`config.mk`:
```
export PLATFORM = sky130hd
export DESIGN_NAME = q_update
export DESIGN_NICKNAME = d
export VERILOG_FILES = /design/src/rtl/q_update.sv
export SDC_FILE = /design/constraint.sdc
export NUM_CORES = 1
export LEC_CHECK = 0
export BUFFER_PORTS_ARGS = -buffer_cell sky130_fd_sc_hd__buf_2
export CAP_MARGIN = 20
export CORE_MARGIN = 2
export CORE_UTILIZATION = 41
export CTS_CLUSTER_SIZE = 20
export DETAILED_ROUTE_END_ITERATION = 6
export PLACE_DENSITY = 0.6
export RECOVER_POWER = 100
export REMOVE_ABC_BUFFERS = 1
export SYNTH_ARGS = -nofsm -noshare
export SYNTH_HDL_FRONTEND = slang
export SYNTH_SLANG_ARGS = --single-unit
export TNS_END_PERCENT = 10
```
`constraint.sdc`:
```
create_clock -name clk -period 19 [get_ports clk]
set_input_delay 3.8 -clock clk [delete_from_list [all_inputs] [get_ports clk]]
set_output_delay 3.8 -clock clk [all_outputs]
set_load 0.01 [all_outputs]
```
`src/rtl/q_update.sv`:
```
// Temporal-difference Q update engine: reads Q(s',.) then Q(s,.), computes the TD target and writes Q(s,a).
// Optional build macro Q_UPDATE_SATURATE_EN clamps the new Q value instead of wrapping it.
module q_update #(
    parameter int                     DATA_LENGTH   = 32,
    parameter int                     ACCESS_LENGTH = 8,
    parameter int                     FRAC_BITS     = 16,
    parameter logic [DATA_LENGTH-1:0] GAMMA         = 32'h0000E666,
    parameter int                     ALPHA_SHIFT   = 2
) (
    input  logic                       clk,
    input  logic                       reset,
    input  logic                       start,
    output logic                       ready,
    input  logic [ACCESS_LENGTH-1:0]   state,
    input  logic [1:0]                 action,
    input  logic [ACCESS_LENGTH-1:0]   next_state,
    input  logic [DATA_LENGTH-1:0]     reward,
    input  logic                       terminal,
    output logic [ACCESS_LENGTH-1:0]   r_address,
    input  logic [4*DATA_LENGTH-1:0]   r_data,
    output logic                       w_en,
    output logic [ACCESS_LENGTH-1:0]   w_address,
    output logic [1:0]                 w_action,
    output logic [DATA_LENGTH-1:0]     w_data,
    output logic                       done,
    output logic [1:0]                 max_action
);

    localparam int EW = DATA_LENGTH + 2;
    localparam int PW = 2 * DATA_LENGTH + 1;

    typedef enum logic [2:0] {
        IDLE,
        RD_NEXT,
        RD_CUR,
        CALC,
        WRITE
    } fsm_t;

    fsm_t                      fsm_q, fsm_d;
    logic [ACCESS_LENGTH-1:0]  s_q, s_d;
    logic [1:0]                a_q, a_d;
    logic signed [DATA_LENGTH-1:0] r_q, r_d;
    logic                      term_q, term_d;
    logic signed [DATA_LENGTH-1:0] maxq_q, maxq_d;
    logic signed [DATA_LENGTH-1:0] q_sa_q, q_sa_d;
    logic [1:0]                max_action_q, max_action_d;
    logic [ACCESS_LENGTH-1:0]  r_address_q, r_address_d;
    logic                      ready_q, ready_d;
    logic                      w_en_q, w_en_d;
    logic                      done_q, done_d;
    logic [ACCESS_LENGTH-1:0]  w_address_q, w_address_d;
    logic [1:0]                w_action_q, w_action_d;
    logic [DATA_LENGTH-1:0]    w_data_q, w_data_d;

    logic signed [DATA_LENGTH-1:0] row_word [4];
    logic signed [DATA_LENGTH-1:0] best_val;
    logic [1:0]                    best_idx;

    logic signed [PW-1:0]          gamma_ext;
    logic signed [PW-1:0]          maxq_ext;
    logic signed [PW-1:0]          prod;
    logic signed [EW-1:0]          g_ext;
    logic signed [EW-1:0]          r_ext;
    logic signed [EW-1:0]          q_ext;
    logic signed [EW-1:0]          target;
    logic signed [EW-1:0]          delta;
    logic signed [EW-1:0]          new_ext;
    logic [DATA_LENGTH-1:0]        new_val;

`ifdef Q_UPDATE_SATURATE_EN
    localparam logic signed [EW-1:0] SAT_MAX = {3'b000, {(DATA_LENGTH-1){1'b1}}};
    localparam logic signed [EW-1:0] SAT_MIN = {3'b111, {(DATA_LENGTH-1){1'b0}}};
`endif

    always_comb begin
        for (int k = 0; k < 4; k++) begin
            row_word[k] = r_data[k*DATA_LENGTH +: DATA_LENGTH];
        end
    end

    // Strict greater-than keeps the lowest index on ties.
    always_comb begin
        best_val = row_word[0];
        best_idx = 2'd0;
        for (int k = 1; k < 4; k++) begin
            if (row_word[k] > best_val) begin
                best_val = row_word[k];
                best_idx = 2'(k);
            end
        end
    end

    always_comb begin
        gamma_ext = {{(PW-DATA_LENGTH){1'b0}}, GAMMA};
        maxq_ext  = {{(PW-DATA_LENGTH){maxq_q[DATA_LENGTH-1]}}, maxq_q};
        prod      = gamma_ext * maxq_ext;
        g_ext     = EW'(prod >>> FRAC_BITS);
        r_ext     = {{2{r_q[DATA_LENGTH-1]}}, r_q};
        q_ext     = {{2{q_sa_q[DATA_LENGTH-1]}}, q_sa_q};
        target    = term_q ? r_ext : r_ext + g_ext;
        delta     = target - q_ext;
        new_ext   = q_ext + (delta >>> ALPHA_SHIFT);
`ifdef Q_UPDATE_SATURATE_EN
        if (new_ext > SAT_MAX) begin
            new_val = {1'b0, {(DATA_LENGTH-1){1'b1}}};
        end else if (new_ext < SAT_MIN) begin
            new_val = {1'b1, {(DATA_LENGTH-1){1'b0}}};
        end else begin
            new_val = DATA_LENGTH'(new_ext);
        end
`else
        new_val = DATA_LENGTH'(new_ext);
`endif
    end

    // r_address is loaded on the edge entering each read state so r_data is valid during that state.
    always_comb begin
        fsm_d        = fsm_q;
        s_d          = s_q;
        a_d          = a_q;
        r_d          = r_q;
        term_d       = term_q;
        maxq_d       = maxq_q;
        q_sa_d       = q_sa_q;
        max_action_d = max_action_q;
        r_address_d  = r_address_q;
        w_en_d       = 1'b0;
        done_d       = 1'b0;
        w_address_d  = w_address_q;
        w_action_d   = w_action_q;
        w_data_d     = w_data_q;

        case (fsm_q)
            IDLE: begin
                if (start) begin
                    s_d         = state;
                    a_d         = action;
                    r_d         = reward;
                    term_d      = terminal;
                    r_address_d = next_state;
                    fsm_d       = RD_NEXT;
                end
            end
            RD_NEXT: begin
                maxq_d       = best_val;
                max_action_d = best_idx;
                r_address_d  = s_q;
                fsm_d        = RD_CUR;
            end
            RD_CUR: begin
                q_sa_d = row_word[a_q];
                fsm_d  = CALC;
            end
            CALC: begin
                w_en_d      = 1'b1;
                done_d      = 1'b1;
                w_address_d = s_q;
                w_action_d  = a_q;
                w_data_d    = new_val;
                fsm_d       = WRITE;
            end
            WRITE: begin
                fsm_d = IDLE;
            end
            default: begin
                fsm_d = IDLE;
            end
        endcase

        ready_d = (fsm_d == IDLE);
    end

    always_ff @(posedge clk) begin
        if (!reset) begin
            fsm_q        <= IDLE;
            s_q          <= '0;
            a_q          <= '0;
            r_q          <= '0;
            term_q       <= 1'b0;
            maxq_q       <= '0;
            q_sa_q       <= '0;
            max_action_q <= '0;
            r_address_q  <= '0;
            ready_q      <= 1'b1;
            w_en_q       <= 1'b0;
            done_q       <= 1'b0;
            w_address_q  <= '0;
            w_action_q   <= '0;
            w_data_q     <= '0;
        end else begin
            fsm_q        <= fsm_d;
            s_q          <= s_d;
            a_q          <= a_d;
            r_q          <= r_d;
            term_q       <= term_d;
            maxq_q       <= maxq_d;
            q_sa_q       <= q_sa_d;
            max_action_q <= max_action_d;
            r_address_q  <= r_address_d;
            ready_q      <= ready_d;
            w_en_q       <= w_en_d;
            done_q       <= done_d;
            w_address_q  <= w_address_d;
            w_action_q   <= w_action_d;
            w_data_q     <= w_data_d;
        end
    end

    assign ready      = ready_q;
    assign r_address  = r_address_q;
    assign w_en       = w_en_q;
    assign done       = done_q;
    assign w_address  = w_address_q;
    assign w_action   = w_action_q;
    assign w_data     = w_data_q;
    assign max_action = max_action_q;

endmodule

```
# Word level (Yosys, flattened, before mapping)
# Index checks and enable logic that the tools add are counted.
# totals
ff_bits,164
in_bits,182
out_inout_bits,55
word_cells,47
# classes
add_sub_neg,3
n_mul,1
n_lt_le_gt_ge,4
eq_ne,4
mux,15
n_bitwise,1
reduce_logical,5
# op_table
cell,count
$mux W32,5
$gt A32 B32 Y1,3
$bmux W32 S2,1
$mul A16 B32 Y48 const A,1
$add A32 B33 Y34,1
$mux W34,1
$sub A34 B32 Y34,1
$add A32 B32 Y32,1
$pmux W8 S2,1
$pmux W3 S4,1
$mux W8,1
$eq A3 B2 Y1 const B,2
$logic_not A3 Y1,2
$mux W2,2
$reduce_and A2 Y1,2
$eq A3 B1 Y1 const B,1
$ge A3 B3 Y1 const B,1
$mux W3,1
$not A2 Y3,1
$mux W1,2
$ne A2 B2 Y1 const B,1
$reduce_bool A2 Y1,1

# Logic depth before layout (Yosys ltp)
# logic_depth
word_depth,6
depth_mapped,56
ltp_nobuf,56

# Worst setup path before layout
# No wires, ideal clock.
# synth_timing
kind,register -> register
startpoint,reg maxq_q[9]
endpoint,reg w_data_q[30] (netlist: w_data[30])
arrival_ns,11.080
required_ns,18.867
setup_slack_ns,7.788
path_stages_with_launch,50
path_buffers,0
cell_sequence,dfxtp_1 -> ha_1 -> fa_1 -> fa_1 -> fa_1 -> fa_1 -> inv_1 -> fa_1 -> inv_1 -> ha_1 -> o2111ai_1 -> or3_1 -> a31oi_1 -> nor2_1 -> o21bai_1 -> a21oi_1 -> xnor2_1 -> ha_1 -> (+14 left out) -> and3_1 -> a221o_1 -> a41o_1 -> or2_2 -> and2_1 -> nor2_1 -> xnor2_1 -> ha_1 -> a21o_1 -> a211oi_1 -> nand3_1 -> a211oi_1 -> o31ai_1 -> a41o_1 -> or4_1 -> a31oi_1 -> xor2_1 -> a21oi_1
# synth_between
elab_chain_len,5
# synth_lines
element,line,text
start: declaration,45,"logic signed [DATA_LENGTH-1:0] maxq_q, maxq_d;"
start signal: assignment,197,maxq_q <= maxq_d;
$mul A16 B32 Y48,97,prod = gamma_ext * maxq_ext;
$add A32 B33 Y34,101,target = term_q ? r_ext : r_ext + g_ext;
$mux W34,101,
$sub A34 B32 Y34,102,delta = target - q_ext;
$add A32 B32 Y32,103,new_ext = q_ext + (delta >>> ALPHA_SHIFT);
end signal: assignment,206,w_data_q <= w_data_d;
end: declaration,54,"logic [DATA_LENGTH-1:0] w_data_q, w_data_d;"
# Every way passes these cells.
# A chain may end at the register's enable or synchronous reset.

# Final worst setup path
# layout_timing
startpoint,in r_data[9]
endpoint,reg maxq_q[9]
# layout_between
elab_chain_len,6
# layout_lines
element,line,text
start: declaration,20,"input logic [4*DATA_LENGTH-1:0] r_data,"
$gt A32 B32 Y1,87,if (row_word[k] > best_val) begin
$mux W32 (*),87,
$gt A32 B32 Y1,87,
$mux W32 (*),87,
$gt A32 B32 Y1,87,
$mux W32 (*),87,
# Every way passes the cells marked *; elsewhere a longest branch is shown, timed or not.

==> summary.md <==
| Metric | Value |
|---|---|
| Status | `finished, violations left` |
| Failing checks | `max-capacitance violations, max-slew violations` |
| Cts-stage hold buffer count | `0` |
| Htree depth | `4` |
| Die ar. | `60970 um^2` |
| Wire per inst | `20.37 um` |
| Main combinational cell family by area after synthesis | `adder cells` |
| Peak Freq | `63.10 MHz` |
| Resize count post-CTS | `0` |
| Max Cap Viol | `4` |
| #FFs+latches synth | `164` |
| Buf/Inv on CP | `5` |
| Routed WL | `78520 um` |
| Hold_sp | `w_address[1]$_SDFFE_PN0P_` |
| Avg Vias per Cell | `5.539` |
| Fin crit share | `83.41%` |
| Rel. slew slack | `-148.4%` |
| DR vias | `21350` |
| Critical path's slowest cell | `clkbuf_1` |
| Met1 wire length | `35110 um` |
| Post-synth ARST share | `0%` |
| Synth cell types | `80` |
| Worst-path maximum fanout | `36` |
| Worst skew pair latency | `0.50 ns` |
| Final nets | `3820` |
| Setup bufs post-CTS | `0` |
| Setup slack, reg-to-reg | `6.12 ns` |
| WHS Path Cells | `2` |
| Antenna violations before repair | `8` |
| Hold Path Class | `reg2reg` |
| Top post-synthesis cells by area | `ha_1 (19%), fa_1 (17%), dfxtp_1 (14%)` |
| HPWL after DPL | `65050 um` |
| RSZ-0062 raised after global routing | `no` |
| Core Area | `58690 um^2` |
| Mapped Cells | `2906` |
| RR Endpoint | `w_data[30]$_SDFFE_PN0P_` |
| Kind of critical path | `in2reg` |
| Largest net degree at the start of global routing | `83` |
| # DRC | `0` |
| WP data required | `19.31 ns` |
| Setup tns final | `0 ns` |
| Post-Synth XOR/XNOR Area | `4.525%` |
| Synth warn | `0` |
| Clock Skews | `0.01375 ns` |
| Share of cells above drive strength 1 | `9.603%` |
| Most common cell after layout, fill and taps aside | `inv_1` |
| Clk root buf | `clkbuf_16` |
| Final hold violation count | `0` |
| Total congestion overflow | `0` |
| Slew @ Worst Pin | `3.726 ns` |
| Detail Route met3 WL | `4555 um` |
| Die Wd | `246.9 um` |
| CP max stage delay | `1.98 ns` |
| Max Root-Sink Buffers | `2` |
| Clock transition at path regs | `0.08 ns` |
| # clock sinks | `164` |
| Vias in the first global route | `21230` |
| CTS tree | `done` |
| CTS buffer count | `17` |
| 1st-pass router iterations | `6` |
| First-pass GRT wire length | `120700 um` |
| Number of flops mapped to enable cells by yosys | `0` |
| Yosys top cell area share | `19.19%` |
| I/O pin count | `237` |
| CP delay by family, top | `compound AO/OA/AOI/OAI gates` |
| Most used cell, CP | `a21o_1` |
| Setup crit end kind | `register` |
| Mux share of post-synthesis cell area | `4.577%` |
| Post-Synth Adder-Cell Area | `36.40%` |
| Synth Area in Compound Gates | `18.52%` |
| Hold Path End | `w_address[1]$_SDFFE_PN0P_` |
| Setup crit start kind | `input port` |
| Worst path arrival time | `16.16 ns` |
| Routed Antenna Nets | `0` |
| Initial core utilization | `41.23%` |
| Met2 Wirelength | `36500 um` |
| FF-to-FF path depth | `50` |
| Port Buffers | `236` |
| Row count | `89` |
| DRT iter0 DRCs | `1579` |
| Tot GR Track Use | `25.89%` |
| Die Ht | `246.9 um` |
| Final Max Tran Viols | `203` |
| Post-synthesis sequential area ratio | `13.57%` |
| Ys flop type | `dfxtp_1` |
| Worst reg2reg path startpoint | `maxq_q[9]$_SDFFE_PN0P_` |
| Uppermost layer routed | `met5` |
| Post-Synthesis Cell Area | `24190 um^2` |
| Post-Synth Simple-Gate Area | `12.96%` |
| Area Growth Syn to Fin | `9.779%` |
| RD Place Congestion | `0.9174` |
| Fin crit period | `15.85 ns` |
| Hold slack | `0.4577 ns` |
| Final setup violation count | `0` |
| Synth Area per Inst | `8.326 um^2` |
| Most frequent cells in the layout | `inv_1 (470), ha_1 (371), nand2_1 (287)` |
| Leading area contributor after synthesis | `ha_1` |
==> Yosys cell counts (10+ instances only) <==
cell,number
a2111oi_0,16
a2111oi_1,17
a211oi_1,10
a21o_1,80
a21oi_1,274
a31oi_1,13
and2_1,11
and3_1,10
clkbuf_1,103
dfxtp_1,164
fa_1,208
ha_1,371
inv_1,471
mux2i_1,36
mux4_2,32
nand2_1,287
nand2b_1,25
nand3_1,46
nand4_1,64
nor2_1,137
nor2b_1,30
nor3_1,48
o2111ai_1,65
o21a_1,22
o21ai_0,89
o21bai_1,11
o31ai_1,10
xnor2_1,72
xor2_1,53
==> worst register-to-register path: cells and delay by family (launching register included) <==
family	cells	cell delay [ns]
buffers and inverters	2	0.11
AO/OA/AOI/OAI	22	5.08
XOR/XNOR	4	0.57
flip-flops	1	0.54
AND/OR/NAND/NOR	12	2.26
adder cells (fa/ha/maj)	10	4.15
==> routing by layer <==
| layer | global-route usage, % | vias to the layer above |
|---|---|---|
| li1 | - | 10310 |
| met1 | 34.30 | 10340 |
| met2 | 42.57 | 592 |
| met3 | 4.743 | 97 |
| met4 | 8.203 | 8 |
| met5 | 0 | - |
==> logic make-up after synthesis <==
kind of cell / after synthesis
adders and majority gates: 579
DFF: 164
buffers and inverters: 598
AOI/OAI and AO/OA: 685
xor gates and xnor gates: 125
muxes: 70
and+or+nand+nor: 685
==> sequential cells by signal (all words and copies together), names as in the netlist <==
name / flops
maxq_q: 32
s_q: 8
w_action: 2
fsm_q: 3
max_action: 2
ready: 1
done: 1
q_sa_q: 32
w_data: 32
term_q: 1
w_address: 8
r_q: 32
r_address: 8
a_q: 2
==> final cells by class <==
class	instances	area [um^2]
Antenna cell	9	22.52
Clock inverter	14	160.2
Inverter	472	1773
Fill cell	5753	32120
Clock buffer	18	429.2
Tap cell	773	967.2
Timing Repair Buffer	260	1289
Multi-Input combinational cell	2144	18630
Sequential cell	164	3287
==> worst max path at each step <==
stage | from | end | slack (ns) | cells past startpoint
after detailed placement | r_data[31] | maxq_q[9]$_SDFFE_PN0P_ | 5.48 | 31
after floorplan | r_data[31] | maxq_q[10]$_SDFFE_PN0P_ | 5.04 | 33
after global routing | r_data[9] | maxq_q[9]$_SDFFE_PN0P_ | 2.61 | 40
final | r_data[9] | maxq_q[9]$_SDFFE_PN0P_ | 3.15 | 40
after CTS | r_data[31] | maxq_q[9]$_SDFFE_PN0P_ | 5.92 | 31
after global placement | r_data[31] | maxq_q[9]$_SDFFE_PN0P_ | 4.91 | 34
==> per-stage QoR <==
step / worst slack, ns / instance area, um^2 / instances / utilization, %
5_1_grt: 2.613 / 26540 / 3845 / 45.22
4_1_cts: 5.924 / 26650 / 3845 / 45.41
2_1_floorplan: 5.038 / 23680 / 2780 / -
3_5_place_dp: 5.480 / 26060 / 3813 / 44.41
3_3_place_gp: 4.912 / 26040 / 3811 / 44.37
6_report: 3.152 / 26560 / 3854 / 45.26
Power is left out: the tool's default activity adds up to more than one toggle a clock period on the data nets, which glitch-free logic cannot reach.
